## src/rtl/circle_if.sv

```systemverilog
// Pixel-port and request bundle between the lab top level and the circle rasteriser.
interface circle_if;
    logic [2:0] colour;
    logic [7:0] centre_x;
    logic [6:0] centre_y;
    logic [7:0] radius;
    logic       start;
    logic       done;
    logic [7:0] vga_x;
    logic [6:0] vga_y;
    logic [2:0] vga_colour;
    logic       vga_plot;

    modport master (
        output colour, centre_x, centre_y, radius, start,
        input  done, vga_x, vga_y, vga_colour, vga_plot
    );

    modport slave (
        input  colour, centre_x, centre_y, radius, start,
        output done, vga_x, vga_y, vga_colour, vga_plot
    );
endinterface

```

## src/rtl/circle.sv

```systemverilog
// Bresenham circle rasteriser on the VGA pixel port, 8 octant pixels per step.
// Define CIRCLE_CLEAR_EN to blank the whole frame before each circle.
module circle #(
    parameter int SCREEN_W = 160,
    parameter int SCREEN_H = 120
) (
    input logic   clk,
    input logic   rst_n,
    circle_if.slave bus
);

    typedef enum logic [2:0] {
        IDLE, CIRCLE_BLACK, INIT, DRAW, DONE
    } state_t;

    localparam logic signed [9:0] LW = 10'(SCREEN_W);
    localparam logic signed [9:0] LH = 10'(SCREEN_H);

    state_t r_state, w_next;

    logic [2:0]         r_col;
    logic [7:0]         r_cx;
    logic [6:0]         r_cy;
    logic [7:0]         r_rad;
    logic signed [10:0] r_ox, r_oy, r_crit;
    logic [2:0]         r_oct;

    logic [7:0] r_vx;
    logic [6:0] r_vy;
    logic [2:0] r_vcol;
    logic       r_vplot, r_done;

    logic signed [9:0]  w_ox10, w_oy10, w_dx, w_dy, w_px, w_py;
    logic signed [10:0] w_oy1, w_ox1, w_crit1;
    logic               w_last, w_plot;
    logic [7:0]         w_x;
    logic [6:0]         w_y;
    logic [2:0]         w_colour;

`ifdef CIRCLE_CLEAR_EN
    localparam logic [7:0] BX_LAST = 8'(SCREEN_W - 1);
    localparam logic [6:0] BY_LAST = 7'(SCREEN_H - 1);
    logic [7:0] r_bx;
    logic [6:0] r_by;
    logic       w_blast;
    assign w_blast = (r_bx == BX_LAST) && (r_by == BY_LAST);
`endif

    assign w_ox10 = r_ox[9:0];
    assign w_oy10 = r_oy[9:0];

    always_comb begin
        w_dx = w_ox10;
        w_dy = w_oy10;
        case (r_oct)
            3'd0: begin w_dx =  w_ox10; w_dy =  w_oy10; end
            3'd1: begin w_dx =  w_oy10; w_dy =  w_ox10; end
            3'd2: begin w_dx = -w_ox10; w_dy =  w_oy10; end
            3'd3: begin w_dx = -w_oy10; w_dy =  w_ox10; end
            3'd4: begin w_dx = -w_ox10; w_dy = -w_oy10; end
            3'd5: begin w_dx = -w_oy10; w_dy = -w_ox10; end
            3'd6: begin w_dx =  w_ox10; w_dy = -w_oy10; end
            default: begin w_dx = w_oy10; w_dy = -w_ox10; end
        endcase
    end

    assign w_px = $signed({2'b00, r_cx}) + w_dx;
    assign w_py = $signed({3'b000, r_cy}) + w_dy;

    // Step update; the loop test must see the post-update ox/oy
    always_comb begin
        w_oy1   = r_oy + 11'sd1;
        w_ox1   = r_ox;
        w_crit1 = r_crit + (w_oy1 <<< 1) + 11'sd1;
        if (r_crit > 11'sd0) begin
            w_ox1   = r_ox - 11'sd1;
            w_crit1 = r_crit + ((w_oy1 - w_ox1) <<< 1) + 11'sd1;
        end
    end

    assign w_last = (r_oct == 3'd7) && (w_oy1 > w_ox1);

    always_comb begin
        w_next   = r_state;
        w_x      = '0;
        w_y      = '0;
        w_colour = '0;
        w_plot   = 1'b0;
        unique case (r_state)
            IDLE: begin
                if (bus.start) begin
`ifdef CIRCLE_CLEAR_EN
                    w_next = CIRCLE_BLACK;
`else
                    w_next = INIT;
`endif
                end
            end
            CIRCLE_BLACK: begin
`ifdef CIRCLE_CLEAR_EN
                w_x    = r_bx;
                w_y    = r_by;
                w_plot = 1'b1;
                if (w_blast) w_next = INIT;
`else
                w_next = IDLE;
`endif
            end
            INIT: w_next = DRAW;
            DRAW: begin
                w_x      = w_px[7:0];
                w_y      = w_py[6:0];
                w_colour = r_col;
                w_plot   = (w_px >= 10'sd0) && (w_px < LW) &&
                           (w_py >= 10'sd0) && (w_py < LH);
                if (w_last) w_next = DONE;
            end
            DONE: begin
                if (!bus.start) w_next = IDLE;
            end
            default: w_next = IDLE;
        endcase
    end

    always_ff @(posedge clk or negedge rst_n) begin
        if (!rst_n) begin
            r_state <= IDLE;
            r_vx    <= '0;
            r_vy    <= '0;
            r_vcol  <= '0;
            r_vplot <= 1'b0;
            r_done  <= 1'b0;
        end else begin
            r_state <= w_next;
            r_vx    <= w_x;
            r_vy    <= w_y;
            r_vcol  <= w_colour;
            r_vplot <= w_plot;
            r_done  <= (r_state == DONE);
        end
    end

    always_ff @(posedge clk or negedge rst_n) begin
        if (!rst_n) begin
            r_col  <= '0;
            r_cx   <= '0;
            r_cy   <= '0;
            r_rad  <= '0;
            r_ox   <= '0;
            r_oy   <= '0;
            r_crit <= '0;
            r_oct  <= '0;
`ifdef CIRCLE_CLEAR_EN
            r_bx   <= '0;
            r_by   <= '0;
`endif
        end else begin
            case (r_state)
                IDLE: begin
                    if (bus.start) begin
                        r_col <= bus.colour;
                        r_cx  <= bus.centre_x;
                        r_cy  <= bus.centre_y;
                        r_rad <= bus.radius;
`ifdef CIRCLE_CLEAR_EN
                        r_bx  <= '0;
                        r_by  <= '0;
`endif
                    end
                end
`ifdef CIRCLE_CLEAR_EN
                CIRCLE_BLACK: begin
                    if (r_by == BY_LAST) begin
                        r_by <= '0;
                        r_bx <= r_bx + 8'd1;
                    end else begin
                        r_by <= r_by + 7'd1;
                    end
                end
`endif
                INIT: begin
                    r_ox   <= {3'b000, r_rad};
                    r_oy   <= '0;
                    r_crit <= 11'sd1 - $signed({3'b000, r_rad});
                    r_oct  <= '0;
                end
                DRAW: begin
                    r_oct <= r_oct + 3'd1;
                    if (r_oct == 3'd7) begin
                        r_ox   <= w_ox1;
                        r_oy   <= w_oy1;
                        r_crit <= w_crit1;
                    end
                end
                default: ;
            endcase
        end
    end

    assign bus.vga_x      = r_vx;
    assign bus.vga_y      = r_vy;
    assign bus.vga_colour = r_vcol;
    assign bus.vga_plot   = r_vplot;
    assign bus.done       = r_done;

endmodule

```

## src/flat_wrapper.sv

```systemverilog
// flat-port wrapper written by rule: the top's interface ports become plain ports
module circle_flat 
#(
    parameter int SCREEN_W = 160,
    parameter int SCREEN_H = 120
)
  (clk, rst_n, bus_colour, bus_centre_x, bus_centre_y, bus_radius, bus_start, bus_done, bus_vga_x, bus_vga_y, bus_vga_colour, bus_vga_plot);
  circle_if bus_i ();
  input logic clk;
  input logic rst_n;
  input wire logic [$bits(bus_i.colour)-1:0] bus_colour;
  input wire logic [$bits(bus_i.centre_x)-1:0] bus_centre_x;
  input wire logic [$bits(bus_i.centre_y)-1:0] bus_centre_y;
  input wire logic [$bits(bus_i.radius)-1:0] bus_radius;
  input wire logic [$bits(bus_i.start)-1:0] bus_start;
  output wire logic [$bits(bus_i.done)-1:0] bus_done;
  output wire logic [$bits(bus_i.vga_x)-1:0] bus_vga_x;
  output wire logic [$bits(bus_i.vga_y)-1:0] bus_vga_y;
  output wire logic [$bits(bus_i.vga_colour)-1:0] bus_vga_colour;
  output wire logic [$bits(bus_i.vga_plot)-1:0] bus_vga_plot;
  assign bus_i.colour = bus_colour;
  assign bus_i.centre_x = bus_centre_x;
  assign bus_i.centre_y = bus_centre_y;
  assign bus_i.radius = bus_radius;
  assign bus_i.start = bus_start;
  assign bus_done = bus_i.done;
  assign bus_vga_x = bus_i.vga_x;
  assign bus_vga_y = bus_i.vga_y;
  assign bus_vga_colour = bus_i.vga_colour;
  assign bus_vga_plot = bus_i.vga_plot;
  circle #(.SCREEN_W(SCREEN_W), .SCREEN_H(SCREEN_H)) u_core (.clk(clk), .rst_n(rst_n), .bus(bus_i));
endmodule
```

## config.mk

```make
export PLATFORM = sky130hd
export DESIGN_NAME = circle_flat
export DESIGN_NICKNAME = d
export VERILOG_FILES = /design/src/rtl/circle_if.sv /design/src/rtl/circle.sv /design/src/flat_wrapper.sv
export SDC_FILE = /design/constraint.sdc
export NUM_CORES = 1
export LEC_CHECK = 0
export BUFFER_PORTS_ARGS = -buffer_cell sky130_fd_sc_hd__buf_2
export CORE_ASPECT_RATIO = 0.75
export CORE_MARGIN = 2
export CORE_UTILIZATION = 45
export DETAILED_ROUTE_END_ITERATION = 10
export GPL_TIMING_DRIVEN = 0
export PLACE_DENSITY_LB_ADDON = 0.12
export REMOVE_ABC_BUFFERS = 1
export SYNTH_ARGS = -nofsm -noshare
export SYNTH_HDL_FRONTEND = slang
export SYNTH_SLANG_ARGS = --single-unit
```

## constraint.sdc

```tcl
create_clock -name clk -period 3.82 [get_ports clk]
set_input_delay 0.191 -clock clk [delete_from_list [all_inputs] [get_ports clk]]
set_output_delay 0.191 -clock clk [all_outputs]
set_load 0.1 [all_outputs]
```

==> out/qor.csv <==
stage;metric;value;unit
timing;finalHoldViolCount;0;
clocking;clkLatencyLatePin;360;ps
yosys;synth_compound_area_share;22.5;%
placement;numPortBuffers;48;
finish;final_cell_mix;nor2_1 (80), dfrtp_1 (77), nand2_1 (69), o21ai_0 (67), ha_1 (55);
floorplan;die_area;16600;sq um
critical_path;r2r-end;u_core.r_crit[10];
global_routing;met2_usage;36.5;%
global_routing;grt_pass1_vias;6221;
run;cap_violations;0;
detailed_routing;wl;20.7;mm
yosys;synthSimpleGateAreaFrac;16.9;%
critical_path;r2r_start;u_core.r_ox[2];
finish;final_common_cell;nor2_1;
yosys;async_reset_ff_share;100;%
global_routing;grt.busiest_layer;met1;
global_routing;grtUsageTotal;25.8;%
floorplan;initial_core_util;46.1;%
floorplan;die_x;148;um
critical_path;rr_worst_depth;18;
yosys;synthMuxAreaShare;4.74;%
hold_path;hp-class;in2reg;
status;violations;negative setup slack;
clocking;clockBufferDepth;2;
critical_path;cp.required;4100;ps
global_routing;antenna_found_initial;1;
critical_path;arrival;4140;ps
yosys;yosysSeqAreaShare;30.3;%
timing;grt_setup_unrepaired;yes;
yosys;syn_area;7020;sq um
hold_path;hold_depth;3;
critical_path;path_class;reg2reg;
critical_path;critPathMaxStageDelay;430;ps
timing;setup_viol;1;
clocking;cts_tree;done;
status;status;finished with violations;
timing;fin_ws;-35.6;ps
detailed_routing;drt_iter0_drc;497;
finish;fin_nets;975;
finish;layout-drive-gt1-share;24.4;%
global_routing;grt_overflow;0;
critical_path;crit_chain;buf_4 > buf_4 > nor2_1 > nand2_1 > nor3_4 > xnor2_1 > ha_1 > inv_1 > o21bai_1 > a21oi_2 > xnor2_1 > ha_1 > and3_4 > a211oi_4 > o21a_1 > o31a_1 > xor3_1 > a21oi_2;
timing;finClkSkew;13.7;ps
detailed_routing;wl_per_cell;19.1;um
yosys;synth_edf_count;0;
hold_path;hold_end;u_core.r_rad[1];
global_routing;met3_usage;6.75;%
yosys;syn_avg_cell_area;8.56;sq um
clocking;cts_root_buf;clkbuf_16;
finish;n_antenna_cell;0;
detailed_routing;routed_via_density;5.91;
yosys;yosysWarnings;0;
global_routing;grt_pass1_wl;33.7;mm
hold_path;worstHoldStart;bus_radius[1];
yosys;synth-xor-area-share;8.70;%
floorplan;coreArea;15200;sq um
timing;finalCriticalPeriod;3860;ps
clocking;cts_htree_levels;3;
detailed_routing;routed-via-count;6429;
yosys;synth-seq-cells;85;
yosys;syn_inst;820;
critical_path;worstSetupEndpointType;register;
timing;post-route-period-util;101;%
clocking;cts_made_buffers;9;
timing;tightest_slew;1310;ps
floorplan;boundaryPins;49;
yosys;synth_adder_area_share;12.8;%
critical_path;slowest_stage;dfrtp_2;
floorplan;die_y;112;um
critical_path;crit_buf_inv;3;
timing;slew_viol_final;0;
finish;area_delta_synth_final;19.6;%
critical_path;critPathLaunchType;register;
timing;relSlewSlack;12.1;%
critical_path;crit_fanout;7;
yosys;synth_top_family_by_area;compound AO/OA/AOI/OAI gates;
detailed_routing;drcViolationCount;0;
placement;gp_congestion;0.906;
clocking;clock_sink_count;85;
detailed_routing;dr.pass1.iters;7;
global_routing;grt_max_degree;51;
timing;fmax;259;MHz
placement;place_ws;-1110;ps
yosys;synth_cell_types;72;
critical_path;regToRegSetupSlack;-40;ps
critical_path;crit_family;compound AO/OA/AOI/OAI gates;
clocking;path_clk_slew;80;ps
placement;dp_hpwl;14.7;mm
global_routing;use_met1;39.1;%
detailed_routing;antenna_left;0;
yosys;ys.flop_type;dfrtp_1;
floorplan;rows;39;
## synthesized netlist by cell type (7+ instances only)
cell type	n	share of area (%)
nor2_1	86	4.6
dfrtp_1	85	30
nand2_1	69	3.7
o21ai_0	69	4.9
ha_1	64	11
a21oi_1	59	4.2
xnor2_1	42	5.2
clkbuf_1	32	1.7
inv_1	26	1.4
mux2_2	26	4.2
xor2_1	25	3.1
o21a_1	19	2.0
nand3_1	15	1.1
nor3_1	15	1.1
and3_1	13	1.2
nor2b_1	12	1.1
o31ai_1	10	1.1
a211oi_1	8	0.86
a31oi_1	8	0.71
a32o_1	8	1.1
or3_1	8	0.71
a21o_1	7	0.75
o21bai_1	7	0.75
## tightest hold or removal path: stages
cell and delay [ps]:
buf_2 80, nand2_1 40, o21ai_0 60
## how the worst max path moves through the flow
stage                     slack (ps)                   to             from  cells after the start
after floorplan                 -170    u_core.r_crit[10]   u_core.r_ox[2]                     17
after global placement         -1440     u_core.r_crit[9]  u_core.r_oct[2]                      4
after detailed placement       -1110  u_core.bus.vga_plot  u_core.r_oct[0]                     16
after CTS                        -20  u_core.bus.vga_plot  u_core.r_oct[0]                     14
after global routing            -190    u_core.r_crit[10]   u_core.r_ox[2]                     18
final                            -40    u_core.r_crit[10]   u_core.r_ox[2]                     18
## logic make-up (layout without fill, tap and decap cells)
logic type	Yosys count	in the layout
simple gates	253	253
compound gates	244	244
flops	85	85
buf+inv	71	133
fa+ha+maj	69	69
xor+xnor	68	68
mux	30	30
## state kept, by name (all words and copies together) (netlist names)
name / flops
u_core.r_crit: 11
u_core.r_ox: 11
u_core.r_oy: 11
u_core.bus.vga_x: 8
u_core.r_cx: 8
u_core.r_rad: 8
u_core.bus.vga_y: 7
u_core.r_cy: 7
u_core.bus.vga_colour: 3
u_core.r_col: 3
u_core.r_oct: 3
u_core.r_state: 3
u_core.bus.done: 1
u_core.bus.vga_plot: 1
## layout make-up
type / instances / area (sq um)
well taps: 205 / 256
fillers: 1423 / 6830
inverters: 27 / 108
multi-input cells: 664 / 4990
repair buffers: 90 / 612
flip-flops and latches: 85 / 2140
clock inverters: 7 / 56.3
clock buffers: 9 / 225
## per-stage QoR
stage | instances | util (%) | hold WS [ps] | setup TNS [ps] | area, sq um
global placement | 1029 | 48.2 | 400 | -38720 | 7330
floorplan | 776 | - | -105 | -169 | 6840
detailed placement | 1032 | 48.8 | 190 | -5660 | 7430
finish | 1087 | 55.1 | 42.8 | -35.6 | 8390
CTS | 1081 | 54.0 | 33.1 | -20.5 | 8220
global route | 1087 | 55.1 | 48.3 | -372 | 8390
## per-layer routing
metal / up-vias / wire (um)
met5: - / 0
met4: 0 / 262
met3: 21 / 1820
met2: 250 / 8730
met1: 3090 / 9920
li1: 3068 / -
## what timing repair did
item / 4_1_cts / 5_1_grt
gates cloned: 0 / 0
setup endpoints to repair: 16 / 8
hold buffers: 1 / 0
pin swaps: 20 / 14
gates resized for setup: 62 / 32
endpoints found under the hold margin: 35 / 0
buffers inserted: 32 / 6
Power is not shown: default switching activity piles up to over one toggle a cycle in this logic, so the estimate is an artifact.
